### config.mk
export PLATFORM = sky130hd
export DESIGN_NAME = tile_bit_packer
export DESIGN_NICKNAME = d
export VERILOG_FILES = /design/src/rtl/tile_bit_packer.sv
export SDC_FILE = /design/constraint.sdc
export NUM_CORES = 2
export LEC_CHECK = 0
export ABC_AREA = 1
export BUFFER_PORTS_ARGS = -buffer_cell sky130_fd_sc_hd__buf_2
export CAP_MARGIN = 5
export CORE_MARGIN = 3
export CORE_UTILIZATION = 37
export CTS_CLUSTER_SIZE = 16
export DETAILED_ROUTE_END_ITERATION = 16
export SYNTH_ARGS = -nofsm -noshare
export SYNTH_HDL_FRONTEND = slang
export SYNTH_SLANG_ARGS = --single-unit
### constraint.sdc
create_clock -name clk -period 3.75 [get_ports clk]
set_input_delay 0.75 -clock clk [delete_from_list [all_inputs] [get_ports clk]]
set_output_delay 0.75 -clock clk [all_outputs]
set_load 0.005 [all_outputs]
### src/rtl/tile_bit_packer.sv
// tile_bit_packer
//
// Packs a TILE_SIZE x TILE_SIZE tile into a dense bitstream. The tile
// arrives one row per accepted i_valid/i_ready handshake. Each pixel's
// flag code selects a bit length from LEN_TABLE. That length is clamped to
// DATA_W. The low 'len' bits of the pixel's residual are appended LSB-first:
// pixel 0 of row 0 lands at bit 0.
//
// A completed tile is moved into an output register. That register is
// independent of the accumulator, so the next tile can build up while the
// consumer still holds the previous one.
//
// Optional feature macro: TBP_RAW_FIRST_EN
//   When defined, pixel 0 of row 0 of every tile is always packed with the
//   full DATA_W bits, so the tile anchor is raw.
//
// Ports
//   clk         clock
//   rst_n       asynchronous active-low reset
//   i_valid     row present
//   i_ready     row accepted when i_valid && i_ready (combinational)
//   i_data      pixel p residual at [p*DATA_W +: DATA_W]
//   i_flag      pixel p flag code at [p*FLAG_W +: FLAG_W]
//   i_abort     synchronously discard the partial tile (drops a same-cycle row)
//   o_valid     packed tile available
//   o_ready     consumer takes the tile when o_valid && o_ready
//   o_data      packed tile, bit 0 first, zero at and above o_bitsize
//   o_bitsize   total packed bits
//   o_bytesize  ceil(o_bitsize / 8)
module tile_bit_packer #(
    parameter int TILE_SIZE = 8,
    parameter int DATA_W    = 8,
    parameter int FLAG_W    = 3,
    parameter logic [4*(2**FLAG_W)-1:0] LEN_TABLE = 32'h8884_4220,
    localparam int TILE_BITS = DATA_W * TILE_SIZE * TILE_SIZE,
    localparam int BITS_W    = $clog2(TILE_BITS + 1),
    localparam int BYTES_W   = $clog2(TILE_BITS / 8 + 2)
) (
    input  logic                          clk,
    input  logic                          rst_n,
    input  logic                          i_valid,
    output logic                          i_ready,
    input  logic [DATA_W*TILE_SIZE-1:0]   i_data,
    input  logic [FLAG_W*TILE_SIZE-1:0]   i_flag,
    input  logic                          i_abort,
    output logic                          o_valid,
    input  logic                          o_ready,
    output logic [TILE_BITS-1:0]          o_data,
    output logic [BITS_W-1:0]             o_bitsize,
    output logic [BYTES_W-1:0]            o_bytesize
);

    localparam int ROW_W     = DATA_W * TILE_SIZE;
    localparam int ROW_LEN_W = $clog2(ROW_W + 1);
    localparam int CNT_W     = $clog2(TILE_SIZE);

    // ------------------------------------------------------------------
    // State
    // ------------------------------------------------------------------
    logic [CNT_W-1:0]     row_cnt_reg;
    logic [TILE_BITS-1:0] acc_reg;
    logic [BITS_W-1:0]    acc_bits_reg;

    logic                 o_valid_reg;
    logic [TILE_BITS-1:0] o_data_reg;
    logic [BITS_W-1:0]    o_bitsize_reg;
    logic [BYTES_W-1:0]   o_bytesize_reg;

    // ------------------------------------------------------------------
    // Per-pixel length lookup and masking
    // ------------------------------------------------------------------
    logic [ROW_LEN_W-1:0] pix_len    [TILE_SIZE];
    logic [DATA_W-1:0]    pix_masked [TILE_SIZE];

    generate
        for (genvar gi = 0; gi < TILE_SIZE; gi++) begin : g_pix
            logic [FLAG_W-1:0]    code;
            logic [3:0]           raw_len;
            logic [ROW_LEN_W-1:0] tab_len;
            logic [DATA_W-1:0]    mask;

            assign code    = i_flag[gi*FLAG_W +: FLAG_W];
            assign raw_len = LEN_TABLE[4*code +: 4];
            assign tab_len = (32'(raw_len) > DATA_W) ? ROW_LEN_W'(DATA_W)
                                                     : ROW_LEN_W'(raw_len);

            if (gi == 0) begin : g_first
`ifdef TBP_RAW_FIRST_EN
                // Tile anchor: first pixel of the first row is always raw.
                assign pix_len[gi] = (row_cnt_reg == '0) ? ROW_LEN_W'(DATA_W)
                                                         : tab_len;
`else
                assign pix_len[gi] = tab_len;
`endif
            end else begin : g_rest
                assign pix_len[gi] = tab_len;
            end

            // A shift by DATA_W yields zero, so len == DATA_W gives an all-ones mask.
            assign mask            = ~({DATA_W{1'b1}} << pix_len[gi]);
            assign pix_masked[gi]  = i_data[gi*DATA_W +: DATA_W] & mask;
        end
    endgenerate

    // ------------------------------------------------------------------
    // Row packing: running prefix sum of the lengths places each pixel
    // ------------------------------------------------------------------
    logic [ROW_W-1:0]     row_bits;
    logic [ROW_LEN_W-1:0] row_len;

    always_comb begin
        row_bits = '0;
        row_len  = '0;
        for (int p = 0; p < TILE_SIZE; p++) begin
            row_bits = row_bits | (ROW_W'(pix_masked[p]) << row_len);
            row_len  = row_len + pix_len[p];
        end
    end

    // ------------------------------------------------------------------
    // Accumulator update and size arithmetic
    // ------------------------------------------------------------------
    logic [TILE_BITS-1:0] acc_next;
    logic [BITS_W-1:0]    acc_bits_next;
    logic [BITS_W+2:0]    bits_round;
    logic [BYTES_W-1:0]   bytes_next;

    assign acc_next      = acc_reg | (TILE_BITS'(row_bits) << acc_bits_reg);
    assign acc_bits_next = acc_bits_reg + BITS_W'(row_len);
    // Three extra bits keep the +7 rounding from wrapping for any size.
    assign bits_round    = {3'b000, acc_bits_next} + (BITS_W+3)'(7);
    assign bytes_next    = BYTES_W'(bits_round >> 3);

    // ------------------------------------------------------------------
    // Handshake
    // ------------------------------------------------------------------
    logic last_row;
    logic accept;

    assign last_row = (row_cnt_reg == CNT_W'(TILE_SIZE - 1));
    // Stall only when this row would finish a tile while the previous tile
    // is still held and not being taken this cycle.
    assign i_ready  = !(last_row && o_valid_reg && !o_ready);
    assign accept   = i_valid && i_ready && !i_abort;

    always_ff @(posedge clk or negedge rst_n) begin
        if (!rst_n) begin
            row_cnt_reg    <= '0;
            acc_reg        <= '0;
            acc_bits_reg   <= '0;
            o_valid_reg    <= 1'b0;
            o_data_reg     <= '0;
            o_bitsize_reg  <= '0;
            o_bytesize_reg <= '0;
        end else begin
            if (i_abort || (accept && last_row)) begin
                row_cnt_reg  <= '0;
                acc_reg      <= '0;
                acc_bits_reg <= '0;
            end else if (accept) begin
                row_cnt_reg  <= row_cnt_reg + CNT_W'(1);
                acc_reg      <= acc_next;
                acc_bits_reg <= acc_bits_next;
            end

            // A completing tile replaces the held one even during a
            // same-edge handshake, so o_valid stays high in that case.
            if (accept && last_row) begin
                o_valid_reg    <= 1'b1;
                o_data_reg     <= acc_next;
                o_bitsize_reg  <= acc_bits_next;
                o_bytesize_reg <= bytes_next;
            end else if (o_ready) begin
                o_valid_reg    <= 1'b0;
            end
        end
    end

    assign o_valid    = o_valid_reg;
    assign o_data     = o_data_reg;
    assign o_bitsize  = o_bitsize_reg;
    assign o_bytesize = o_bytesize_reg;

endmodule
==> reports/metrics.cfg <==
[yosys]
ys_warn_count = 0
synthCells = 8807
synth_nets = 8958
ys_types = 52
yosysTopAreaCellShare_pct = 42.9
yosysTopAreaCell = dfrtp_1
synth_edf_count = 0
ys_seq_area_share_pct = 42.9
ys.flop_type = dfrtp_1
synth_seq_cells = 1053
ys_top_cells_by_area = dfrtp_1 (43%), nand2_1 (21%), nand3_1 (11%)
syn_area_um2 = 61400
synthArstFlopShare_pct = 100
syn_avg_cell_area_um2 = 6.97

[power]
p_per_area_nw_per_um2 = 827
ir_drop_uv = 484
p_total_mw = 68.5
p_leak_nw = 43.6

[place]
port_buffers = 622
place_area_um2 = 76700
place_hpwl_mm = 238
place_congestion = 1.02

[die]
die_w_um = 413
dieArea_um2 = 171000
start_util_pct = 37.5
die_y_um = 413
core_um2 = 164000
num_rows = 148
io-pin-count = 624

[timing]
worst_pin_slew_ps = 1120
maxSlewHeadroom_pct = 25.1
finalSetupViolations = 1049
fin_worst_skew_ps = 82.3
fin_crit_sh_pct = 187
setup_slack_ps = -3270
grt_setup_unrepaired = yes
fmaxAchievable_ghz = 0.142
hold_violations = 0
fin_crit_ps = 7020
slew_violations = 0

[worst_setup_path]
crit_family = adder cells
crit_arrival_ps = 7590
reg2reg_depth = 15
worst_setup_path_end_kind = register
crit_buf_inv = 10
max_stage_delay_ps = 650
crit_required_ps = 4320
cpMostUsedCell = fa_2
start_kind = input pin
crit_path_max_fanout = 5
path_class = in2reg
cp_slowest_cell = fa_2
crit_cells = 35

[global_routing]
grt_max_degree = 179
track_usage_pct = 35.2
grt_pass1_vias = 64400
overflow = 0
antenna_found_initial = 38
grt_first_pass_wirelength_mm = 444

[route]
dr_total_vias = 68400
antenna_left = 0
totalWireLength_mm = 309
first_pass_iters = 6
wl_per_cell_um = 24.9
drc = 0
vias_per_cell = 5.52
drt_iter0_markers = 7583

[clocking]
cts_sinks = 1053
cts_tree = built
worstSkewPairLatency_ps = 770
h-tree-depth = 3
cts_buffers = 112
root_buffer = clkbuf_16
clk_path_buf_depth = 3
clk_pin_slew_ps = 60

[layout]
nNetsFinal = 10300
mostFrequentLayoutCell = nand2_1
layout_common_cells = nand2_1 (3250), dfrtp_1 (1046), buf_4 (968)
fillCellCount = 16100
finalInstanceArea_um2 = 82900
multi_input_area_um2 = 34000
regArea_um2 = 26400
area_growth_pct = 35.0
drive_gt1_share_pct = 27.1
fin_util_pct = 50.6

[status]
outcome = complete, but fails checks
violations = negative setup slack

[hold_path]
min_path_type = in2reg
worstHoldPathCells = 2

[run]
maxCapViolations = 0

power breakdown:
group          internal [mW]  switching [mW]  leakage (nW)
clock network           6.55            4.93          1.87
logic                   16.6            28.3          27.1
registers               11.9           0.278          14.7
total                   35.0            33.5          43.6
metrics by stage:
stage,instances,setup WS (ps),hold WS [ps],setup TNS (ps)
after floorplan,8807,-4170,449,-3597710
final,12400,-3270,177,-3097820
after global placement,12100,-4480,458,-4254800
after CTS,12400,-3050,131,-2914060
after detailed placement,12100,-4520,460,-4303710
after global routing,12400,-3450,177,-3316710
cell families (layout without fill, tap and decap cells):
logic type	after synthesis	in the layout	share of synthesized area [%]
fa+ha+maj	58	58	1.28
simple gates	5424	5424	37.3
compound gates	1027	1027	10.5
buf+inv	1228	2618	7.75
xor+xnor	14	14	0.200
other cells	1	19	0.00611
mux	2	2	0.0326
flops	1053	1053	42.9
worst paths after layout:
kind / slack (ps) / start / endpoint
max: -3270 / i_flag[0] / o_bytesize[6]
min in group asynchronous: 560 / rst_n / o_data[151]
max reg2reg: 630 / acc_bits_reg[1] / o_data[183]
min: 180 / o_ready / o_valid
min reg2reg: 470 / o_data[393] / o_data[393]
max in group asynchronous: 1960 / rst_n / acc_reg[204]
synth_stat cells (3+ instances only):
cell and number:
a21boi_0 5, a21boi_1 75, a21oi_1 197, a21oi_2 3, a22oi_1 316, a31oi_1 3, and2_1 8, buf_1 113
buf_2 55, buf_4 4, buf_6 9, clkbuf_1 388, clkinv_1 11, dfrtp_1 1053, fa_1 8, ha_1 50
inv_1 637, inv_2 11, nand2_1 3399, nand2_2 21, nand2_4 10, nand3_1 1317, nand3_2 15, nand3b_1 7
nand4_1 195, nor2_1 406, nor2_2 12, nor3_1 16, o211ai_1 17, o21a_1 63, o21ai_0 174, o21ai_1 132
o21bai_1 18, o21bai_2 3, o22ai_1 11, o31ai_1 4, or2_2 9, xnor2_1 9, xor2_1 5
layer usage:
| metal | track usage (%) | vias to the layer above | wire [µm] |
|---|---|---|---|
| met5 | 0 | - | 153 |
| met4 | 13.0 | 18 | 13200 |
| met3 | 8.72 | 518 | 30100 |
| met2 | 49.2 | 3307 | 125000 |
| met1 | 51.9 | 33200 | 140000 |
| li1 | - | 31300 | - |
what timing repair did:
item / in CTS / in global routing
pin swaps: 64 / 50
endpoints found under the setup margin: 1049 / 1049
hold endpoints to repair: 22 / 0
setup buffers: 20 / 14
gates resized for setup: 267 / 221
gates cloned: 2 / 0
hold buffers: 1 / 0
layout make-up:
type                       count  area share (%)
multi-input combinational   6526            41.0
sequential                  1053            31.8
antenna                       18          0.0544
inverter                     659            3.06
clock buffer                 167            3.99
timing repair buffer        1755            16.2
clock inverter                37           0.608
tap                         2175            3.28
Power figures use the tool's default switching activity.
